$ cat src/rtl/mips_div_pkg.sv
// Shared types and constants for the multi-cycle MIPS DIV/DIVU unit.
package mips_div_pkg;

  typedef enum logic [1:0] {
    DIV_IDLE,
    DIV_BY_ZERO,
    DIV_ON,
    DIV_END
  } div_state_e;

  localparam int unsigned DIV_CNT_W = 6;

  // Divide-by-zero quotient; sliced to the operand width at the use site.
  localparam logic [63:0] DIV_ZERO_QUO = '1;

endpackage

$ cat src/rtl/div_step.sv
// One radix-2 restoring iteration: trial-subtract the divisor from the
// shifted partial remainder over WIDTH+1 bits and keep or restore.
module div_step #(
  parameter int WIDTH = 32
) (
  input  logic [WIDTH:0]   rem_shift,
  input  logic [WIDTH-1:0] divisor,
  output logic [WIDTH-1:0] rem_next,
  output logic             q_bit
);

  logic [WIDTH:0] diff;

  always_comb begin
    diff     = rem_shift - {1'b0, divisor};
    q_bit    = ~diff[WIDTH];
    rem_next = q_bit ? diff[WIDTH-1:0] : rem_shift[WIDTH-1:0];
  end

endmodule

$ cat src/rtl/div_unit.sv
// Multi-cycle radix-2 restoring divider for MIPS DIV/DIVU; result = {rem, quo}.
// Define DIV_SIGNED_EN to build the signed (DIV) path; otherwise all unsigned.
module div_unit
  import mips_div_pkg::*;
#(
  parameter int WIDTH = 32
) (
  input  logic               clk,
  input  logic               rst,
  input  logic               div_start,
  input  logic               div_signed,
  input  logic [WIDTH-1:0]   div_a,
  input  logic [WIDTH-1:0]   div_b,
  input  logic               div_annul,
  output logic [2*WIDTH-1:0] div_result,
  output logic               div_ready,
  output logic               div_stall
);

  div_state_e             state_q, state_d;
  logic [DIV_CNT_W-1:0]   cnt_q, cnt_d;
  logic [WIDTH-1:0]       rem_q, rem_d;
  logic [WIDTH-1:0]       quo_q, quo_d;
  logic [WIDTH-1:0]       dvs_q, dvs_d;
  logic [2*WIDTH-1:0]     res_q, res_d;
  logic                   rdy_q, rdy_d;
  logic                   stall_c;
  logic                   accept;
  logic [WIDTH-1:0]       abs_a, abs_b;
  logic [WIDTH-1:0]       step_rem, q_fin, fix_q, fix_r;
  logic                   step_q;

  assign accept = (state_q == DIV_IDLE) && div_start && !div_annul;

  div_step #(.WIDTH(WIDTH)) u_step (
    .rem_shift (({rem_q, quo_q[WIDTH-1]})),
    .divisor   (dvs_q),
    .rem_next  (step_rem),
    .q_bit     (step_q)
  );

  assign q_fin = {quo_q[WIDTH-2:0], step_q};

`ifdef DIV_SIGNED_EN
  logic negq_q, negq_d, negr_q, negr_d;

  assign abs_a = (div_signed && div_a[WIDTH-1]) ? -div_a : div_a;
  assign abs_b = (div_signed && div_b[WIDTH-1]) ? -div_b : div_b;
  assign fix_q = negq_q ? -q_fin : q_fin;
  assign fix_r = negr_q ? -step_rem : step_rem;

  always_comb begin
    negq_d = negq_q;
    negr_d = negr_q;
    if (accept) begin
      negq_d = div_signed && (div_a[WIDTH-1] ^ div_b[WIDTH-1]);
      negr_d = div_signed && div_a[WIDTH-1];
    end
  end

  always_ff @(posedge clk or posedge rst) begin
    if (rst) begin
      negq_q <= 1'b0;
      negr_q <= 1'b0;
    end else begin
      negq_q <= negq_d;
      negr_q <= negr_d;
    end
  end
`else
  logic div_signed_unused;

  assign div_signed_unused = div_signed;
  assign abs_a = div_a;
  assign abs_b = div_b;
  assign fix_q = q_fin;
  assign fix_r = step_rem;
`endif

  // Result and ready are loaded on the edge entering END, so the ready pulse
  // and valid result coincide with the END cycle.
  always_comb begin
    state_d = state_q;
    cnt_d   = cnt_q;
    rem_d   = rem_q;
    quo_d   = quo_q;
    dvs_d   = dvs_q;
    res_d   = res_q;
    rdy_d   = 1'b0;
    stall_c = 1'b0;
    unique case (state_q)
      DIV_IDLE: begin
        if (accept) begin
          stall_c = 1'b1;
          cnt_d   = '0;
          rem_d   = '0;
          dvs_d   = abs_b;
          if (div_b == '0) begin
            state_d = DIV_BY_ZERO;
            quo_d   = div_a;
          end else begin
            state_d = DIV_ON;
            quo_d   = abs_a;
          end
        end
      end
      DIV_BY_ZERO: begin
        stall_c = 1'b1;
        state_d = DIV_END;
        res_d   = {quo_q, DIV_ZERO_QUO[WIDTH-1:0]};
        rdy_d   = 1'b1;
      end
      DIV_ON: begin
        stall_c = 1'b1;
        rem_d   = step_rem;
        quo_d   = q_fin;
        cnt_d   = cnt_q + DIV_CNT_W'(1);
        if (cnt_q == DIV_CNT_W'(WIDTH - 1)) begin
          state_d = DIV_END;
          res_d   = {fix_r, fix_q};
          rdy_d   = 1'b1;
        end
      end
      DIV_END: begin
        state_d = DIV_IDLE;
      end
      default: begin
        state_d = DIV_IDLE;
      end
    endcase
    if (div_annul) begin
      state_d = DIV_IDLE;
      res_d   = res_q;
      rdy_d   = 1'b0;
    end
  end

  always_ff @(posedge clk or posedge rst) begin
    if (rst) begin
      state_q <= DIV_IDLE;
      cnt_q   <= '0;
      rem_q   <= '0;
      quo_q   <= '0;
      dvs_q   <= '0;
      res_q   <= '0;
      rdy_q   <= 1'b0;
    end else begin
      state_q <= state_d;
      cnt_q   <= cnt_d;
      rem_q   <= rem_d;
      quo_q   <= quo_d;
      dvs_q   <= dvs_d;
      res_q   <= res_d;
      rdy_q   <= rdy_d;
    end
  end

  assign div_result = res_q;
  assign div_ready  = rdy_q;
  assign div_stall  = stall_c && !rst;

endmodule

$ cat config.mk
export PLATFORM = sky130hd
export DESIGN_NAME = div_unit
export DESIGN_NICKNAME = d
export VERILOG_FILES = /design/src/rtl/mips_div_pkg.sv /design/src/rtl/div_step.sv /design/src/rtl/div_unit.sv
export SDC_FILE = /design/constraint.sdc
export NUM_CORES = 1
export LEC_CHECK = 0
export ABC_AREA = 1
export BUFFER_PORTS_ARGS = -buffer_cell sky130_fd_sc_hd__buf_2
export CORE_MARGIN = 2
export CORE_UTILIZATION = 59
export DETAILED_ROUTE_END_ITERATION = 7
export PLACE_DENSITY = 0.85
export SYNTH_ARGS = -nofsm -noshare
export SYNTH_HDL_FRONTEND = slang
export SYNTH_SLANG_ARGS = --single-unit
$ cat constraint.sdc
create_clock -name clk -period 6.15 [get_ports clk]
set_input_delay 0.3075 -clock clk [delete_from_list [all_inputs] [get_ports clk]]
set_output_delay 0.3075 -clock clk [all_outputs]
set_load 0.05 [all_outputs]
## Word-level counts from Yosys, hierarchy flattened

Cells that the tools add are included.

- $add $sub $neg: 2
- Equality and inequality tests: 8
- Multiplexer cells: 19
- Bitwise gates (word level): 2
- Reduce and logical (&&, ||, !) cells: 14

Operator list:

| kind | count |
|---|---|
| 32-bit one-hot mux with 2 select lines | 2 |
| 64-bit one-hot mux with 2 select lines | 1 |
| 32-bit 2-to-1 mux | 3 |
| 64-bit 2-to-1 mux | 1 |
| 33-bit by 32-bit subtractor with 33-bit output | 1 |
| 32-bit logical NOT | 1 |
| 6-bit one-hot mux with 2 select lines | 1 |
| 2-bit 2-to-1 mux | 4 |
| 2-bit one-hot mux with 4 select lines | 1 |
| 6-bit by 1-bit adder with 6-bit output, second input constant | 1 |
| 6-bit by 5-bit equality test with 1-bit output, second input constant | 1 |
| 6-bit 2-to-1 mux | 1 |
| 3-bit != test, second input constant | 2 |
| 2-bit AND reduction | 3 |
| 2-bit equality test, second input constant | 2 |
| 2-bit != test, second input constant | 2 |
| 1-bit one-hot mux with 2 select lines | 2 |
| 2-bit nonzero test | 2 |
| 1-bit logical AND | 3 |
| 1-bit 2-to-1 mux | 3 |
| 3-bit AND reduction | 1 |
| 2-bit by 1-bit equality test with 1-bit output, second input constant | 1 |
| 1-bit logical NOT | 2 |
| 2-bit logical NOT | 1 |
| 2 further kinds | 3 |

- Flip-flop bits (word level): 169
- Bits of input ports: 69
- Output and inout port bits: 66
- Logic and storage cells: 52

## Depth between registers and ports, before layout

- Depth after elaboration: 6
- Depth in mapped cells: 19
- Gate-level depth less buffers: 18

## Modules after synthesis

Synthesis repeated with hierarchy kept, for this count alone.

- Cell total of the unflattened synthesis: 1534
- Area total of the unflattened synthesis: 10473.8 µm²

By module, submodules not included:

| module | instances | cells an instance | area each (µm²) | seq. area each (µm²) |
|---|---|---|---|---|
| div_unit | 1 | 854 | 7323.3 | 4229.1 |
| div_step | 1 | 680 | 3150.5 | 0.0 |

## Least setup slack after synthesis

Ideal clock, no wire load.

- Path kind: register -> output
- From: reg state_q[0]
- To: out div_stall
- Arrival time: 2200 ps
- Required time: 5843 ps
- Slack: 3643 ps
- Stages on the path, launching flop included: 6
- Path buffers: 1
- Cells stage by stage: dfrtp_1 inv_1 ha_1 nand3_1 clkbuf_1 a211oi_1

- Longest elaborated chain between the ends: 6
- Elaborated cells on any way between the ends: 9
- Classes of those cells: eq/ne: 2; mux: 2; reduce/logical: 5

RTL lines:

| what | line | RTL |
|---|---|---|
| start, declared | div_unit.sv:20 | `div_state_e state_q, state_d;` |
| start signal, assigned | div_unit.sv:148 | `state_q <= state_d;` |
| 2-bit logical NOT | div_unit.sv:33, div_unit.sv:91 |  |
| 1-bit logical AND (2 in a row) | div_unit.sv:33 | `assign accept = (state_q == DIV_IDLE) && div_start && !div_annul;` |
| 1-bit 2-to-1 mux | div_unit.sv:93 | `if (accept) begin` |
| 1-bit one-hot mux with 2 select lines (*) | div_unit.sv:91 | `unique case (state_q)` |
| 1-bit logical AND (*) | div_unit.sv:160 | `assign div_stall = stall_c && !rst;` |
| end, declared | div_unit.sv:17 | `output logic div_stall` |

Mark *: on every way between the ends. The rest lies on a longest branch, timed or not.

## Worst setup path in the final report

- From: reg state_q[0]
- To: reg quo_q[31]

- Longest elaborated chain between the ends: 5
- Elaborated cells on any way between the ends: 8
- Classes of those cells: eq/ne: 2; mux: 1; reduce/logical: 5

RTL lines:

| what | line | RTL |
|---|---|---|
| 2-bit logical NOT | div_unit.sv:33, div_unit.sv:91 |  |
| 1-bit logical AND (2 in a row) | div_unit.sv:33 |  |
| 2-bit != test (no source line) | - |  |
| 2-bit AND reduction (no source line) | - |  |
| end signal, assigned | div_unit.sv:151 | `quo_q <= quo_d;` |
| end, declared | div_unit.sv:23 | `logic [WIDTH-1:0] quo_q, quo_d;` |

Several ways; a longest one is shown, not always the timed one.
A chain may end at the register's enable or synchronous reset.

==> impl_results.md <==
* Status: finished, violations left
* Violated checks: DRC
* Routed WL at 29,850 um
* Total stage count of the critical path at 11
* Worst EP arrival at 3.97 ns
* P_sw at 3050 uW
* Longest Clk Path Bufs at 2
* Mean Syn Cell Area at 7.207 sq um
* Cell repeated most along the worst path: buf_4
* Final setup violation count at 0
* Wirelength per Cell at 16.08 um
* Area contributors post-synth: dfrtp_1 39%, nand2_1 17%, inv_1 8.7%, nand3_2 5.0%, ha_1 4.4%
* Synth Instances at 1,515
* Pint at 2896 uW
* Initial antenna violation count at 0
* Number of global-route vias before repair at 9,557
* Post-synth EDFFs at 0
* Gp weighted congestion at 0.9212
* Reg-to-reg critical path startpoint: state_q[0]
* Crit Reg-Reg Endpoint: quo_q[31]
* Hold_buf cts at 0
* First-pass GRT wire length at 49,410 um
* CTS root buffer: clkbuf_16
* Slowest stage delay, CP at 0.71 ns
* Period utilization at 0.5858
* Sw frac at 0.5129
* H-tree lvl count at 4
* Final Power at 5946 uW
* Met3 wire len at 2409 um
* Setup TNS Final at 0 ns
* Post-cts repair resize count at 0
* Place WS at 2.694 ns
* DR top layer: met4
* Multi-input gate area at 0.005351 sq mm
* Drt pass-1 iters at 8
* FF+latch area at 0.004229 sq mm
* All-Layer GR Usage at 0.3175
* Layout Skew at 0.01026 ns
* Seq/Total Area, Yosys at 0.3873
* Crit path max fanout at 62
* Worst-skew pair later-pin latency at 0.45 ns
* Peak supply drop at 0.3235 mV
* WL met1 at 13,280 um
* # IOs at 135
* Synth cell types at 44
* Cell taking the most area after synthesis: dfrtp_1
* DR iter-0 viols at 1,038
* Startpoint Class: flip-flop
* Buf+Inv Stages, Crit Path at 6
* CTS tree: done
* Most numerous cell in the Yosys netlist: nand2_1
* Crit-path leading delay family: buffers and inverters
* Worst-path clk slew at 0.07 ns
* Worst min path class: in -> async
* Remaining antenna violation count at 0
* DP Wirelength at 22,070 um
* Worst Tran Pin Value at 1.063 ns
* Mapped Area at 0.01092 sq mm
* Chip width at 140.0 um
* R2r setup slk at 2.55 ns
* Ant. Diodes at 0
* RSZ-0062 raised after global routing: no
* R2R cell count at 11
* Die extent in y at 140.0 um
* Lkg Pwr at 0.006621 uW
* Top cell type's share of synthesized area at 0.3873
* Via density at 5.470
* Area delta synth->final at 11.53%
* Vias at 10,150
* Synth warn at 0
* Relative slew slack at 0.2914
* Slowest-stage cell, CP: inv_2
* IO Port Bufs at 133
* Min setup slack post-route at 2.547 ns
* Yosys reg bits at 169
* # rows at 49
* DRC viols at 2
* PD cells at 488.3 mW/mm^2
* Post-synthesis net count at 1,623
* Placed Cells at 1,824
* Synth cell count leaders: 487 x nand2_1, 254 x inv_1, 169 x dfrtp_1, 72 x nor2_1, 71 x nand3_1
* Final min period at 3.603 ns
* Data required, critical path at 6.51 ns
* Final Max Slew Viols at 0
* Met2 WL post-DR at 13,530 um
* Seq pwr share at 0.292
* Comb pwr share at 0.526
* CP Capture Type: flip-flop
* Area of the die at 0.01961 sq mm
* Post-synth ARST share at 1.000
* Fillers at 1,469
* Clk pwr share at 0.182
* CP cell instances: inv_1 > ha_1 > nand3_1 > buf_4 > inv_2 > a21oi_2 > buf_4 > inv_2 > buf_4 > o211ai_1 > o21ai_0
* Initial Utilization at 0.6037
* GRT overflow at 0
* Post-CTS Setup Bufs at 0
* Max Cap Viol at 0
* Final nets at 1,722
* Top FF cell, synth: dfrtp_1
* Layout cell share with drive strength beyond 1 at 0.1819
* Peak Freq at 277.6 MHz
* Largest net degree at the start of global routing at 95
* Post-route insts no fill at 1,856
* TritonCTS Sinks at 169
* Num CTS Buffers at 17
* Final Hold Fails at 0
* WS Path Type: reg -> reg
* Placeable Area at 0.01809 sq mm
## logic make-up after synthesis
| group | count (synthesis) | synth area share |
|---|---|---|
| AOI/OAI and AO/OA | 193 | 0.1022 |
| xor gates and xnor gates | 16 | 0.01284 |
| adders and majority gates | 39 | 0.04538 |
| buffers and inverters | 328 | 0.1237 |
| DFF | 169 | 0.3873 |
| and+or+nand+nor | 770 | 0.3286 |
## flip-flops by register name, indices dropped and copies added (netlist names)
| signal | cells |
|---|---|
| dvs_q | 32 |
| rem_q | 32 |
| cnt_q | 6 |
| div_ready | 1 |
| quo_q | 32 |
| state_q | 2 |
| div_result | 64 |
## cell type report
class / count / area share
clock inverters: 14 / 0.01243
clock buffers: 18 / 0.03524
multi-input cells: 1018 / 0.4395
well taps: 229 / 0.02353
flip-flops and latches: 169 / 0.3473
inverters: 268 / 0.08302
repair buffers: 140 / 0.05898
## power groups by stage
| stage | registers, uW | clock network [uW] | logic [uW] |
|---|---|---|---|
| 2_1_floorplan | 2320 | 0 | 1740 |
| 3_3_place_gp | 1730 | 0 | 2990 |
| 3_5_place_dp | 1740 | 0 | 3060 |
| 4_1_cts | 1730 | 1090 | 3100 |
| 5_1_grt | 1790 | 1140 | 3420 |
| 6_report | 1740 | 1080 | 3120 |
## routing by layer
layer  track usage  vias to the layer above
met5             0                        -
met4       0.08559                        0
met3       0.05573                       58
met2        0.4988                      463
met1        0.4581                     4696
li1              -                     4936
## through the flow
stage	utilization	instance area, sq um	hold WS [ns]
after floorplan	-	10920	0.3739
after global routing	0.6733	12180	0.07322
final	0.6733	12180	0.04659
after CTS	0.6733	12180	0.05021
after detailed placement	0.6412	11600	0.4786
after global placement	0.6412	11600	0.4681
## cell usage in the layout, fill, tap and decap left out, types with 2 or more instances in the layout
cell / synthesis / final
buf_2: 17 / 133
nand2_2: 7 / 7
xor2_1: 14 / 14
o22ai_1: 2 / 2
nand2_8: 2 / 2
nor2_1: 72 / 72
o211ai_1: 31 / 31
clkinvlp_4: 0 / 3
dfrtp_1: 169 / 169
xnor2_1: 2 / 2
and2_1: 4 / 4
buf_4: 3 / 7
a31oi_1: 31 / 31
o21ai_0: 64 / 64
inv_1: 254 / 252
nor3_1: 14 / 14
nand3_1: 71 / 71
nand2_1: 487 / 487
clkbuf_16: 0 / 17
inv_6: 0 / 6
inv_2: 13 / 14
a21o_1: 2 / 2
ha_1: 38 / 37
a21oi_2: 2 / 2
nand2_4: 5 / 5
o21ai_1: 7 / 7
nor4_1: 3 / 3
nand3_2: 55 / 55
nand4_1: 11 / 11
a21oi_1: 50 / 50
or2_2: 32 / 32
inv_8: 0 / 3
nor2_2: 3 / 3
## worst max-delay path by stage
stage,start,endpoint
final,state_q[0],quo_q[31]
after global placement,state_q[0],quo_q[25]
after global routing,state_q[0],quo_q[31]
after detailed placement,state_q[0],quo_q[26]
after floorplan,rst,cnt_q[0]
after CTS,state_q[0],quo_q[31]
(Power assumes the default switching activity.)
